`config.mk`:
```
export PLATFORM = sky130hd
export DESIGN_NAME = register_file
export DESIGN_NICKNAME = d
export VERILOG_FILES = /design/src/rtl/regfile_pkg.sv /design/src/rtl/regfile_read_port.sv /design/src/rtl/register_file.sv
export SDC_FILE = /design/constraint.sdc
export NUM_CORES = 2
export LEC_CHECK = 0
export ABC_CLOCK_PERIOD_IN_PS = 2900
export CORE_ASPECT_RATIO = 0.6
export CORE_MARGIN = 1
export CORE_UTILIZATION = 40
export DETAILED_ROUTE_END_ITERATION = 12
export GPL_TIMING_DRIVEN = 1
export PLACE_DENSITY = 0.64
export RECOVER_POWER = 100
export SYNTH_ARGS = -nofsm -noshare
export SYNTH_HDL_FRONTEND = slang
export SYNTH_SLANG_ARGS = --single-unit
```
`constraint.sdc`:
```
create_clock -name clk -period 2.9 [get_ports clk]
set_input_delay 0.58 -clock clk [delete_from_list [all_inputs] [get_ports clk]]
set_output_delay 0.58 -clock clk [all_outputs]
set_load 0.05 [all_outputs]
```
`src/rtl/regfile_pkg.sv`:
```
// Shared sizing defaults and word/address types for the integer register file.
package regfile_pkg;

  localparam int XLEN_DEFAULT   = 32;
  localparam int ADDR_W_DEFAULT = 5;
  localparam int NUM_REGS       = 2**ADDR_W_DEFAULT;

  typedef logic [ADDR_W_DEFAULT-1:0] reg_addr_t;
  typedef logic [XLEN_DEFAULT-1:0]   xlen_word_t;

endpackage

```
`src/rtl/regfile_read_port.sv`:
```
// One combinational read port: address mux, x0 forced to zero, optional write-through.
// Write-through compare is present only when REGFILE_WRITE_BYPASS_EN is defined.
module regfile_read_port
  import regfile_pkg::*;
#(
  parameter int ADDR_W = ADDR_W_DEFAULT,
  parameter int XLEN   = XLEN_DEFAULT
) (
  input  logic [2**ADDR_W-1:1][XLEN-1:0] mem,
  input  logic [ADDR_W-1:0]              ra,
`ifdef REGFILE_WRITE_BYPASS_EN
  input  logic                           reset_n,
  input  logic                           we,
  input  logic [ADDR_W-1:0]              wa,
  input  logic [XLEN-1:0]                wd,
`endif
  output logic [XLEN-1:0]                rd
);

  always_comb begin
    rd = '0;
    if (ra != '0) begin
      rd = mem[ra];
    end
`ifdef REGFILE_WRITE_BYPASS_EN
    // wa != 0 together with ra == wa already keeps x0 at zero
    if (reset_n && we && (wa != '0) && (ra == wa)) begin
      rd = wd;
    end
`endif
  end

endmodule

```
`src/rtl/register_file.sv`:
```
// Two-read/one-write RV32I register file; x0 reads zero, writes commit on rising clk.
// Optional write-through reads via REGFILE_WRITE_BYPASS_EN; reset clears all entries asynchronously.
module register_file
  import regfile_pkg::*;
#(
  parameter int ADDR_W = ADDR_W_DEFAULT,
  parameter int XLEN   = XLEN_DEFAULT
) (
  input  logic              clk,
  input  logic              reset_n,
  input  logic              we3,
  input  logic [ADDR_W-1:0] ra1,
  input  logic [ADDR_W-1:0] ra2,
  input  logic [ADDR_W-1:0] wa3,
  input  logic [XLEN-1:0]   wd3,
  output logic [XLEN-1:0]   rd1,
  output logic [XLEN-1:0]   rd2
);

  localparam int DEPTH = 2**ADDR_W;

  // Entry 0 has no storage; the array starts at index 1.
  logic [DEPTH-1:1][XLEN-1:0] mem_q;
  logic [DEPTH-1:1][XLEN-1:0] mem_d;

  always_comb begin
    mem_d = mem_q;
    if (we3 && (wa3 != '0)) begin
      mem_d[wa3] = wd3;
    end
  end

  always_ff @(posedge clk or negedge reset_n) begin
    if (!reset_n) begin
      mem_q <= '0;
    end else begin
      mem_q <= mem_d;
    end
  end

  regfile_read_port #(
    .ADDR_W (ADDR_W),
    .XLEN   (XLEN)
  ) u_port1 (
    .mem     (mem_q),
    .ra      (ra1),
`ifdef REGFILE_WRITE_BYPASS_EN
    .reset_n (reset_n),
    .we      (we3),
    .wa      (wa3),
    .wd      (wd3),
`endif
    .rd      (rd1)
  );

  regfile_read_port #(
    .ADDR_W (ADDR_W),
    .XLEN   (XLEN)
  ) u_port2 (
    .mem     (mem_q),
    .ra      (ra2),
`ifdef REGFILE_WRITE_BYPASS_EN
    .reset_n (reset_n),
    .we      (we3),
    .wa      (wa3),
    .wd      (wd3),
`endif
    .rd      (rd2)
  );

endmodule

```
After elaboration in Yosys (flattened, before gate mapping)
Index checks and enable logic that the tools add are counted.
Word-level totals
  bits of input ports: 50
  output and inout port bits: 64
  logic and storage cells: 49
  register bits after elaboration: 992
Cells by class
  reductions and logical operators: 5
  multiplexer cells: 9
  $lt $le $gt $ge: 4
Operators by type and width (count)
  $bwmux W992: 1
  $bmux W32 S5: 2
  $demux W32 S5: 1
  $mux W32: 5
  $lt A5 B6 Y1 const B: 3
  $reduce_bool A5 Y1: 3
  $ge A5 B1 Y1 const B: 1
  $logic_and A1 B1 Y1: 2

Longest topological paths before layout
  depth in word-level cells: 5
  depth in mapped cells: 8
  mapped depth without buffers: 4

By module
From an unflattened synthesis, not the netlist that was laid out.
Unflattened totals
  cells, all modules: 4085
  area, all modules: 53983.0 sq um
By module, submodules not included
  register_file: cells each 2223, seq. area each 24823.8 sq um, area each 37151.9 sq um, times used 1
  regfile_read_port: cells each 931, seq. area each 0.0 sq um, area each 8415.6 sq um, times used 2

Least setup slack after synthesis
OpenSTA, ideal clock, no wires.
  path type: input port to output port
  start: input ra2[1]
  end: output rd2[11]
  arrival time: 3055 ps
  setup slack: -735 ps
  stages: 7
  buffers on the path: 3
  required time: 2320 ps
  cell sequence: buf_4 -> or2_1 -> buf_2 -> clkbuf_1 -> o22ai_1 -> nor3_1 -> nor4_1
On the way
  cells in the longest elaborated chain, start to end: 3
  elaborated cells on any way between the ends: 4
  those cells by class: 3 x mux; 1 x reduce/logical
RTL lines
  from (decl): line register_file.sv:13  | input logic [ADDR_W-1:0] ra2,
  $bmux W32 S5: line regfile_read_port.sv:23  | rd = mem[ra];
  $mux W32 (not written as such): line regfile_read_port.sv:23
  $mux W32 *: line regfile_read_port.sv:22  | if (ra != '0) begin
  to (decl): line register_file.sv:17  | output logic [XLEN-1:0] rd2
Mark *: on every way between the ends. The rest lies on a longest branch, timed or not. The select of a mux whose other input is x is not followed.

Final worst setup path
  start: input ra2[2]
  end: output rd2[6]
Same word-level chain as after synthesis.

==> results.sh <==
export IMPL_power_density_nw_per_um2=634
export IMPL_cts_made_buffers=95
export IMPL_top_regs="mem_q: 992 flops"
export IMPL_tightest_slew_ps=1400
export IMPL_fp_coreArea_um2=132000
export IMPL_die_w_um=474
export IMPL_gp_congestion=0.881
export IMPL_top_register="mem_q"
export IMPL_initial_core_util_pct=40.5
export IMPL_period_share_pct=104
export IMPL_power_total_mw=42.6
export IMPL_final_cells=6324
export IMPL_p_leak_nw=29.9
export IMPL_finalSetupViolCount=34
export IMPL_grt_ovfl_total=0
export IMPL_critPathCaptureType="output pin"
export IMPL_fmax_ghz=0.331
export IMPL_grt_max_degree=109
export IMPL_post_dp_hpwl_mm=121
export IMPL_ys_flop_type="dfrtp_1"
export IMPL_synth_distinct_cells=39
export IMPL_cp_required_ps=2320
export IMPL_grt_use_total_pct=27.3
export IMPL_hold_viol=0
export IMPL_post_drt_wl_per_cell_um=29.6
export IMPL_drive_gt1_share_pct=50.6
export IMPL_cap_violations=0
export IMPL_layout_commonest_cell="mux2_2"
export IMPL_status="finished, violations left"
export IMPL_grt_pass1_vias=39300
export IMPL_critPathLaunchType="primary input"
export IMPL_finalCriticalPeriod_ps=3020
export IMPL_routed_wl_mm=187
export IMPL_finalClockSkew_ps=0
export IMPL_placed_area_um2=62200
export IMPL_syn_to_final_growth_pct=25.5
export IMPL_synth_nets=4103
export IMPL_mostFrequentLayoutCells="mux2_2 (1044), dfrtp_1 (992), mux2i_1 (615), buf_4 (340), o22ai_1 (228)"
export IMPL_finish_instance_area_um2=67100
export IMPL_cts_buffer_depth=3
export IMPL_io_pins=114
export IMPL_hp_class="reg -> reg"
export IMPL_path_class="in -> out"
export IMPL_synth_edff_count=0
export IMPL_ys_ff_latch=992
export IMPL_cts_tree="built"
export IMPL_nNetsFinal=4504
export IMPL_cts_root_buf="clkbuf_16"
export IMPL_crit_chain="buf_4, buf_4, buf_12, nand2b_1, buf_4, o211ai_1, a211oi_4, buf_12"
export IMPL_antenna_left=0
export IMPL_crit_top_cell="buf_4"
export IMPL_grt_pass1_wl_mm=274
export IMPL_synth_cell_area_um2=53500
export IMPL_finalWorstSetupSlack_ps=-123
export IMPL_final_util_pct=50.8
export IMPL_yosysWarnings=0
export IMPL_viasPerCell=6.17
export IMPL_dp_cells=6062
export IMPL_failed_checks="setup timing"
export IMPL_slew_limit_headroom_pct=6.57
export IMPL_clock_sinks=992
export IMPL_rsz0062_at_grt="true"
export IMPL_fp_dieH_um=285
export IMPL_ir_drop_mv=0.471
export IMPL_first_iter_violations=3677
export IMPL_async_flop_share_pct=100
export IMPL_slowest_delay_ps=540
export IMPL_place_ws_ps=-425
export IMPL_crit_fanout=21
export IMPL_dieArea_um2=135000
export IMPL_drt_pass1_iterations=5
export IMPL_antenna_found_initial=6
export IMPL_largest_reg_flops=992
export IMPL_via_count=39000
export IMPL_clk_pin_slew_ps=60
export IMPL_crit_arrival_ps=2440
export IMPL_drc=0
export IMPL_reg2reg_setup_slack_ps=1890
export IMPL_ys_seq_area_share_pct=46.4
export IMPL_worstSkewPairLatency_ps=710
export IMPL_avgSynthCellArea_um2=13.2
export IMPL_syn_instance_count=4053
export IMPL_htreeDepth=3
export IMPL_rows=103
export IMPL_cp_slowest_cell="a211oi_4"
export IMPL_maxSlewViolCount=0
export IMPL_numPortBuffers=113
layer usage:
metal | wire length [um] | vias up | global-route usage, %
met5 | 83 | - | 0
met4 | 5590 | 2 | 7.91
met3 | 16800 | 317 | 5.85
li1 | - | 16300 | -
met1 | 86400 | 20700 | 41.6
met2 | 78600 | 1694 | 38.5
cell usage after synthesis (9+ instances only):
library cell	instances	area, um2
a211oi_1	64	480
a21oi_1	54	270
a221o_1	64	641
a22oi_1	64	480
buf_1	18	67.6
buf_2	116	581
buf_4	84	631
buf_6	11	124
clkbuf_1	191	717
dfrtp_1	992	24800
mux2_1	9	101
mux2_2	1047	11800
mux2i_1	620	6210
mux4_2	138	3110
nand2_1	19	71.3
nand2b_1	9	56.3
nor2_1	13	48.8
nor2b_1	60	375
nor3_1	129	646
nor4_1	49	307
o211ai_1	10	75.1
o22ai_1	256	1600
where the power goes:
part	leakage, nW	internal [mW]	switching (mW)	total [mW]
clock network	1.61	7.28	5.84	13.1
registers	12.7	16.6	2.12	18.7
logic	15.6	5.93	4.85	10.8
total	29.9	29.8	12.8	42.6
cell families (layout without fill, tap and decap cells):
family / after synthesis / count (layout) / synth area share [%]
other: 0 / 4 / 0
buffers and inverters: 424 / 906 / 4.04
multiplexers: 1814 / 1814 / 39.6
AND/OR/NAND/NOR: 311 / 311 / 3.27
AO/OA/AOI/OAI: 512 / 512 / 6.63
flip-flops: 992 / 992 / 46.4
worst max-delay path, delay by kind of cell:
family | cells | cell delay [ps]
buf+inv | 5 | 940
compound gates | 2 | 750
simple gates | 1 | 130
timing repair:
item	4_1_cts	5_1_grt
gates cloned	13	7
resized for setup	202	151
setup buffers	69	32
pin swaps	100	96
setup endpoints to repair	64	61
hold buffers	1	0
hold endpoints to repair	17	0
per-stage QoR:
step	hold WS, ps	setup TNS, ps
global route	535	-3110
floorplan	284	-170
detailed placement	498	-11390
finish	510	-1100
CTS	346	-736
global placement	486	-11040
layout make-up:
type | count | area (um2)
antenna | 4 | 10.0
multi-input combinational | 2637 | 28700
tap | 1785 | 2230
fill | 11200 | 65000
timing repair buffer | 728 | 8160
sequential | 992 | 24800
clock buffer | 133 | 2750
clock inverter | 45 | 468
path summary, 6_finish.rpt:
kind / startpoint / to / cells past startpoint
hold reg to reg: mem_q[355] / mem_q[355] / 1
min in group asynchronous: reset_n / mem_q[582] / 2
setup reg to reg: mem_q[426] / mem_q[426] / 3
max in group asynchronous: reset_n / mem_q[659] / 4
setup / recovery: ra2[2] / rd2[6] / 8
hold / removal: mem_q[355] / mem_q[355] / 1
Note: power is estimated with default switching activity, not from simulation.
